==> config.mk <==
export PLATFORM = sky130hd
export DESIGN_NAME = instruction_fetch_sequencer_flat
export DESIGN_NICKNAME = d
export VERILOG_FILES = /design/src/rtl/instruction_fetch_sequencer_if.sv /design/src/rtl/instruction_fetch_sequencer.sv /design/src/flat_wrapper.sv
export SDC_FILE = /design/constraint.sdc
export NUM_CORES = 1
export LEC_CHECK = 0
export CELL_PAD_IN_SITES_DETAIL_PLACEMENT = 0
export CELL_PAD_IN_SITES_GLOBAL_PLACEMENT = 1
export CORE_MARGIN = 2
export CORE_UTILIZATION = 44
export CTS_CLUSTER_SIZE = 14
export DETAILED_ROUTE_END_ITERATION = 10
export DONT_BUFFER_PORTS = 1
export PLACE_DENSITY = 0.71
export RECOVER_POWER = 100
export SLEW_MARGIN = 20
export SYNTH_ARGS = -nofsm -noshare
export SYNTH_HDL_FRONTEND = slang
export SYNTH_SLANG_ARGS = --single-unit
==> constraint.sdc <==
create_clock -name clk -period 7.64 [get_ports clk]
set_input_delay 0.382 -clock clk [delete_from_list [all_inputs] [get_ports clk]]
set_output_delay 0.382 -clock clk [all_outputs]
set_load 0.02 [all_outputs]
==> src/rtl/instruction_fetch_sequencer_if.sv <==
// instruction_fetch_sequencer_if: control, memory and decoder signals of the fetch sequencer
interface instruction_fetch_sequencer_if;
   logic        start;
   logic [31:0] start_pc;
   logic        stop;
   logic        mem_req;
   logic [31:0] mem_addr;
   logic        mem_valid;
   logic [31:0] mem_data;
   logic        DOR;
   logic        ack_from_next;
   logic [31:0] data_out;
   logic [31:0] pc_out;
   logic        busy;
   logic        halted;
   logic [15:0] fetch_count;
   modport master (
      output start, start_pc, stop, mem_valid, mem_data, ack_from_next,
      input  mem_req, mem_addr, DOR, data_out, pc_out, busy, halted, fetch_count
   );
   modport slave (
      input  start, start_pc, stop, mem_valid, mem_data, ack_from_next,
      output mem_req, mem_addr, DOR, data_out, pc_out, busy, halted, fetch_count
   );
endinterface

==> src/rtl/instruction_fetch_sequencer.sv <==
// instruction_fetch_sequencer: fetches words from memory into a 2-entry buffer for the decoder
module instruction_fetch_sequencer #(
   parameter logic [31:0] HALT_WORD = 32'hFFFFFFFF,
   parameter logic [31:0] PC_STEP   = 32'd4
) (
   input logic clk,
   input logic reset,
   instruction_fetch_sequencer_if.slave bus
);
   typedef enum logic [1:0] {F_IDLE, F_REQ, F_WAIT, F_HALT} state_t;
   state_t      state;
   logic [31:0] pc;
   logic        stop_seen;
   logic        ack_prev;
   logic        mem_req;
   logic [31:0] mem_addr;
   logic        halted;
   logic [15:0] fetch_count;
   logic [31:0] fifo_word [2];
   logic [31:0] fifo_pc   [2];
   logic        head;
   logic [1:0]  count;
   logic        tail;
   logic        is_halt;
   logic        push;
   logic        pop;
   assign is_halt = bus.mem_data == HALT_WORD;
   assign push    = state == F_WAIT && bus.mem_valid && !is_halt;
   assign pop     = bus.ack_from_next && !ack_prev && count != 2'd0;
   assign tail    = head ^ count[0];
   // fetch sequencing: one outstanding access at a time, only issued when the buffer has room
   always_ff @(posedge clk) begin
      if (reset) begin
         state       <= F_IDLE;
         pc          <= '0;
         stop_seen   <= 1'b0;
         mem_req     <= 1'b0;
         mem_addr    <= '0;
         halted      <= 1'b0;
         fetch_count <= '0;
      end else begin
         case (state)
            F_IDLE, F_HALT: if (bus.start) begin
               pc          <= bus.start_pc;
               fetch_count <= '0;
               halted      <= 1'b0;
               state       <= F_REQ;
            end
            F_REQ: if (bus.stop) begin
               state <= F_IDLE;
            end else if (count != 2'd2) begin
               mem_req  <= 1'b1;
               mem_addr <= pc;
               state    <= F_WAIT;
            end
            F_WAIT: begin
               stop_seen <= stop_seen | bus.stop;
               if (bus.mem_valid) begin
                  mem_req   <= 1'b0;
                  mem_addr  <= '0;
                  stop_seen <= 1'b0;
                  if (is_halt) begin
                     halted <= 1'b1;
                     state  <= F_HALT;
                  end else begin
                     pc          <= pc + PC_STEP;
                     fetch_count <= fetch_count + 16'd1;
                     state       <= (stop_seen | bus.stop) ? F_IDLE : F_REQ;
                  end
               end
            end
         endcase
      end
   end
   // two-entry word/pc buffer; pops only on a fresh ack edge so a held ack consumes one word
   always_ff @(posedge clk) begin
      if (reset) begin
         head     <= 1'b0;
         count    <= 2'd0;
         ack_prev <= 1'b0;
      end else begin
         if (push) begin
            fifo_word[tail] <= bus.mem_data;
            fifo_pc[tail]   <= pc;
         end
         if (pop) head <= ~head;
         count    <= count + 2'(push) - 2'(pop);
         ack_prev <= bus.ack_from_next;
      end
   end
   assign bus.mem_req     = mem_req;
   assign bus.mem_addr    = mem_addr;
   assign bus.DOR         = count != 2'd0;
   assign bus.data_out    = count != 2'd0 ? fifo_word[head] : '0;
   assign bus.pc_out      = count != 2'd0 ? fifo_pc[head] : '0;
   assign bus.busy        = state == F_REQ || state == F_WAIT || count != 2'd0;
   assign bus.halted      = halted;
   assign bus.fetch_count = fetch_count;
endmodule
==> src/flat_wrapper.sv <==
// flat-port wrapper written by rule: the top's interface ports become plain ports
module instruction_fetch_sequencer_flat 
#(
   parameter logic [31:0] HALT_WORD = 32'hFFFFFFFF,
   parameter logic [31:0] PC_STEP   = 32'd4
)
  (clk, reset, bus_start, bus_start_pc, bus_stop, bus_mem_valid, bus_mem_data, bus_ack_from_next, bus_mem_req, bus_mem_addr, bus_DOR, bus_data_out, bus_pc_out, bus_busy, bus_halted, bus_fetch_count);
  instruction_fetch_sequencer_if bus_i ();
  input logic clk;
  input logic reset;
  input wire logic [$bits(bus_i.start)-1:0] bus_start;
  input wire logic [$bits(bus_i.start_pc)-1:0] bus_start_pc;
  input wire logic [$bits(bus_i.stop)-1:0] bus_stop;
  input wire logic [$bits(bus_i.mem_valid)-1:0] bus_mem_valid;
  input wire logic [$bits(bus_i.mem_data)-1:0] bus_mem_data;
  input wire logic [$bits(bus_i.ack_from_next)-1:0] bus_ack_from_next;
  output wire logic [$bits(bus_i.mem_req)-1:0] bus_mem_req;
  output wire logic [$bits(bus_i.mem_addr)-1:0] bus_mem_addr;
  output wire logic [$bits(bus_i.DOR)-1:0] bus_DOR;
  output wire logic [$bits(bus_i.data_out)-1:0] bus_data_out;
  output wire logic [$bits(bus_i.pc_out)-1:0] bus_pc_out;
  output wire logic [$bits(bus_i.busy)-1:0] bus_busy;
  output wire logic [$bits(bus_i.halted)-1:0] bus_halted;
  output wire logic [$bits(bus_i.fetch_count)-1:0] bus_fetch_count;
  assign bus_i.start = bus_start;
  assign bus_i.start_pc = bus_start_pc;
  assign bus_i.stop = bus_stop;
  assign bus_i.mem_valid = bus_mem_valid;
  assign bus_i.mem_data = bus_mem_data;
  assign bus_i.ack_from_next = bus_ack_from_next;
  assign bus_mem_req = bus_i.mem_req;
  assign bus_mem_addr = bus_i.mem_addr;
  assign bus_DOR = bus_i.DOR;
  assign bus_data_out = bus_i.data_out;
  assign bus_pc_out = bus_i.pc_out;
  assign bus_busy = bus_i.busy;
  assign bus_halted = bus_i.halted;
  assign bus_fetch_count = bus_i.fetch_count;
  instruction_fetch_sequencer #(.HALT_WORD(HALT_WORD), .PC_STEP(PC_STEP)) u_core (.clk(clk), .reset(reset), .bus(bus_i));
endmodule
Word level (Yosys, flattened, before mapping):

Memory sizes are Yosys's and may differ from the RTL's. A register that Yosys moved wholly into a read port is not among the register bits.
Cells that the tools add are included.

* reductions and logical operators: 17
* equal/unequal tests: 12
* add/sub/neg operators: 4
* bitwise gates (word level): 3
* mux-type cells: 37

Operators with widths (count)
* $mux 32: 8
* $pmux 32 s2: 2
* $mux 16: 3
* $add 32x3->32 const B: 1
* $eq 32x32->1 const B: 1
* $pmux 16 s2: 1
* $add 16x1->16 const B: 1
* $mux 1: 15
* $reduce_and 4->1: 3
* $mux 2: 5
* $ne 2x2->1 const B: 5
* $pmux 2 s3: 1
* $reduce_bool 2->1: 3
* $eq 2x2->1 const B: 2
* $logic_and 1x1->1: 4
* $ne 2x1->1 const B: 2
* $pmux 1 s2: 2
* $ne 3x2->1 const B: 1
* $reduce_and 3->1: 1
* $add 2x1->2: 1
* $eq 2x1->1 const B: 1
* $logic_not 1->1: 2
* $logic_not 2->1: 1
* $logic_or 1x1->1: 2
* 5 further kinds: 5

* memories: 2
* word-level logic and storage cells: 85
* register bits after elaboration: 89
* output and inout port bits: 116
* input port bits: 70
* bits in writable memories: 128

Memory list
* u_core.fifo_pc: words 2, bits a word 32, read ports 1, clocked after Yosys merged registers in 1, write ports 1, RTL line instruction_fetch_sequencer.sv:20 `logic [31:0] fifo_pc [2];`
* u_core.fifo_word: words 2, bits a word 32, read ports 1, clocked after Yosys merged registers in 1, write ports 1, RTL line instruction_fetch_sequencer.sv:19 `logic [31:0] fifo_word [2];`

Logic depth before layout (Yosys ltp):

* word-level depth: 6
* gate-level depth with buffers: 10
* mapped depth without buffers: 8

Worst setup path after synthesis:

OpenSTA, ideal clock, no wires.

* path kind: register to register
* from: register u_core.state[0]
* to: memory u_core.fifo_pc[0][0], enable pin
* data required time: 6997 ps
* cell stages (with the launch flop): 7
* slack: -288 ps
* clock period less this slack: 7928 ps
* path buffers: 2
* setup time: 643 ps
* arrival time: 7285 ps
* cells stage by stage: dfxtp_1 > inv_1 > ha_1 > clkbuf_1 > clkbuf_1 > nand2_1 > nor4_1

* longest elaborated chain between the ends: 6

Ends and longest elaborated chain
* start: declaration: RTL line instruction_fetch_sequencer.sv:11 `state_t state;`
* start signal: assignment: RTL line instruction_fetch_sequencer.sv:68 `state <= (stop_seen | bus.stop) ? F_IDLE : F_REQ;`
* $eq 2x2->1: RTL line instruction_fetch_sequencer.sv:28 `assign push = state == F_WAIT && bus.mem_valid && !is_halt;`
* $logic_and 1x1->1 (2 in series): RTL line instruction_fetch_sequencer.sv:28
* $mux 1: RTL line instruction_fetch_sequencer.sv:82 `if (push) begin`
* $mux 1: RTL line instruction_fetch_sequencer.sv:77 `if (reset) begin`
* $mux 1 (not written as such): RTL line instruction_fetch_sequencer.sv:84 `fifo_pc[tail] <= pc;`
* end: declaration: RTL line instruction_fetch_sequencer.sv:20

Every way passes these cells.

Worst setup path in the final report:

* from: register u_core.state[0]
* to: register u_core.fetch_count[4] (netlist: u_core.bus.fetch_count[4])

* longest elaborated chain between the ends: 4
* elaborated cells on any way between the ends: 10
* those cells by class: eq/ne: 5; mux: 1; reduce/logical: 4

Ends and longest elaborated chain
* $eq 2x2->1 or $logic_not 2->1 (tied branches): RTL line instruction_fetch_sequencer.sv:42 `case (state)`
* $reduce_or 2->1: RTL line instruction_fetch_sequencer.sv:42
* $ne 2x2->1 (no source line) or $reduce_bool 2->1 (tied branches)
* $reduce_and 4->1 (no source line)
* end signal: assignment: RTL line instruction_fetch_sequencer.sv:67 `fetch_count <= fetch_count + 16'd1;`
* end: declaration: RTL line instruction_fetch_sequencer.sv:18 `logic [15:0] fetch_count;`

Several ways; a longest one is shown, not always the timed one.
A chain may end at the register's enable or synchronous reset.

==> summary.txt <==
status = finished, violations left
violated checks = capacitance limit, slew limit
Setup crit end kind = flop
LEAKAGE = 3.39 nW
setup TNS = 0 ns
Synth Warn # = 0
post-route ant nets = 0
DR vias = 7436
FF-to-FF Start = u_core.state[0]$_SDFFE_PP0P_
Max Fanout on Critical Path = 46
clock skew = 0.0135 ns
final setup fails = 0
# rows = 54
initial antenna violation count = 6
vias in the first global route = 7126
Distinct cells, synth = 67
worst setup path start = u_core.state[0]$_SDFFE_PP0P_
Post CTS Setup Buffer Count = 0
H-tree depth = 1
placeable core area = 21600 um2
final instance area = 11000 um2
VDD IR max = 0.000152 V
Layout area overhead = 14.8%
reg2reg path depth = 8
Placer Congestion = 0.832
CP Cell Sequence = inv_1 -> ha_1 -> nand2b_1 -> o211ai_1 -> clkbuf_1 -> a31oi_1 -> mux2i_1 -> a21oi_1
gr usage total = 23.1%
commonest non-fill, non-tap cell in the layout = edfxtp_1
I/O pins = 186
Synth async-reset ratio = 0%
syn nets = 970
Worst Slack Setup Final = 2.95 ns
Post-synth EDFFs = 128
Clock Latency Late Sink = 0.51 ns
DRC = 0
Netlist Area Pre-Place = 9600 um2
most frequent cells in the layout = edfxtp_1 (128), nor2_1 (100), dfxtp_1 (89)
GRT overflow = 0
Pins Over Slew Limit = 217
Avg WL per Cell = 22.8 um
Initial DRC Count = 631
Crit path arrival time = 4.93 ns
WP data required = 7.88 ns
synth top area cells = edfxtp_1 (40%), dfxtp_1 (19%), mux2i_1 (7.0%)
Synth area leader = edfxtp_1
Die H = 152 um
Initial Util = 44.4%
max-cap violation count = 4
fillers = 1925
DR vias/cell = 6.17
overall routed net length = 27400 um
crit path time final = 4.69 ns
Final Net Count = 980
share of cells above drive strength 1 = 7.38%
sequential area share after synthesis = 58.8%
Most used DFF post-synth = edfxtp_1
CP endpoint = u_core.bus.fetch_count[4]$_SDFFE_PP0P_
Pwr Density = 250 nW/um2
Pre-Repair DR Iteration Count = 5
final cell count without fillers = 1205
FF-to-FF End = u_core.bus.fetch_count[4]$_SDFFE_PP0P_
r2r setup slk = 2.95 ns
CP top delay family = adder cells
Crit path buffers/inverters = 2
clk slew on worst S/H paths = 0.06 ns
Worst-Margin Slew = 3.26 ns
Setup CP Type = reg2reg
RSZ-0062 raised after global routing = no
clk buf depth = 3
Synth Instances = 893
Max-slew headroom = -117%
synthesized area per cell = 10.7 um2
startpoint class of the critical path = flop
Port Buffers = 0
global-route wire length before repair = 40900 um
Crit path largest cell delay = 1.36 ns
Worst path depth = 8
overall die area = 23000 um2
post-synthesis register bit count = 218
largest net degree at the start of global routing = 70
CTS tree = yes
worst hold slack = 0.00882 ns
placed insts = 1121
slowest library cell on the worst path = ha_1
root buffer cell = clkbuf_16
Placed Area = 9840 um2
Hold Vio Cnt, Final = 0
FMAX = 213 MHz
top-area cell type share of the netlist area = 40.0%
clk sinks = 218
Final period util = 61.4%
HP Class = in2reg
HPWL after DPL = 17500 um
chip width = 152 um
cts bufs inserted = 24
pre-CTS setup slack = 4.66 ns
==> sequential cells by signal (all words and copies together), names as in the netlist, named ones only <==
register and flops:
u_core.fifo_word 64, u_core.stop_seen 1, u_core.bus.mem_addr 32, u_core.pc 32
u_core.bus.fetch_count 16, u_core.bus.halted 1, u_core.ack_prev 1, u_core.state 2
u_core.head 1, u_core.bus.mem_req 1, u_core.count 2, u_core.fifo_pc 64
==> cells by family (layout without fill, tap and decap cells) <==
family,after synthesis,count (layout),share of synthesized area [%]
AO/OA/AOI/OAI,207,207,13.6
XOR/XNOR,4,4,0.365
adder cells (fa/ha/maj),7,7,0.912
buffers and inverters,79,107,3.22
flip-flops,218,218,58.8
multiplexers,67,67,6.99
other,0,4,0
AND/OR/NAND/NOR,311,311,16.1
==> worst min-delay path by stage <==
stage,slack (ns),startpoint,depth (start not counted),end
after CTS,0.002,bus_ack_from_next,1,u_core.ack_prev$_SDFF_PP0_
after floorplan,0.42,u_core.pc[17]$_SDFFE_PP0P_,0,u_core.fifo_pc[0][17]$_DFFE_PP_
final,0.009,bus_ack_from_next,1,u_core.ack_prev$_SDFF_PP0_
after detailed placement,0.46,reset,1,flop
after global routing,0.008,bus_ack_from_next,1,u_core.ack_prev$_SDFF_PP0_
after global placement,0.47,reset,1,flop
==> through the flow <==
step	util (%)	power, W
6_report	51.0	0.00276
5_1_grt	51.0	0.00286
4_1_cts	51.1	0.00277
3_5_place_dp	45.5	0.00156
3_3_place_gp	45.5	0.00156
2_1_floorplan	-	0.00150
==> cells in the mapped netlist, drive strengths merged, types with 7 or more instances <==
cell type	n
a22oi	10
nand4	18
edfxtp	128
clkbuf	48
mux2i	67
nand2	47
nand3	65
o211ai	7
o21ai	50
ha	7
dfxtp	90
inv	14
a31oi	17
nor4	16
and3	10
nor2	102
buf	17
nor3	8
or4	11
a21oi	67
a211oi	13
nor2b	8
==> repair_timing <==
item | 4_1_cts | 5_1_grt
hold buffers | 35 | 0
endpoints found under the hold margin | 133 | 0
gates resized for setup | 0 | 0
==> final cells by class <==
cell class                      instances  area, um2  share of cell area, %
Multi-Input combinational cell        596       3680                   33.4
Timing Repair Buffer                   49        450                   4.09
Inverter                               14       52.6                  0.477
Clock buffer                           36        708                   6.42
Tap cell                              280        350                   3.18
Sequential cell                       218       5650                   51.2
Clock inverter                          8        120                   1.09
Antenna cell                            4       10.0                 0.0908
==> where the power goes <==
part           internal (W)  total, W  switching [W]
registers           0.00127   0.00134      0.0000628
logic             0.0000722  0.000227       0.000155
clock network      0.000741   0.00119       0.000451
==> layer usage <==
layer	track usage (%)	routed length [um]	vias up
met4	6.02	621	4
met3	7.54	2870	53
li1	-	-	3398
met2	37.0	12700	349
met5	0	27	-
met1	30.2	11200	3632
No activity file was read; power rests on OpenSTA's default activity.
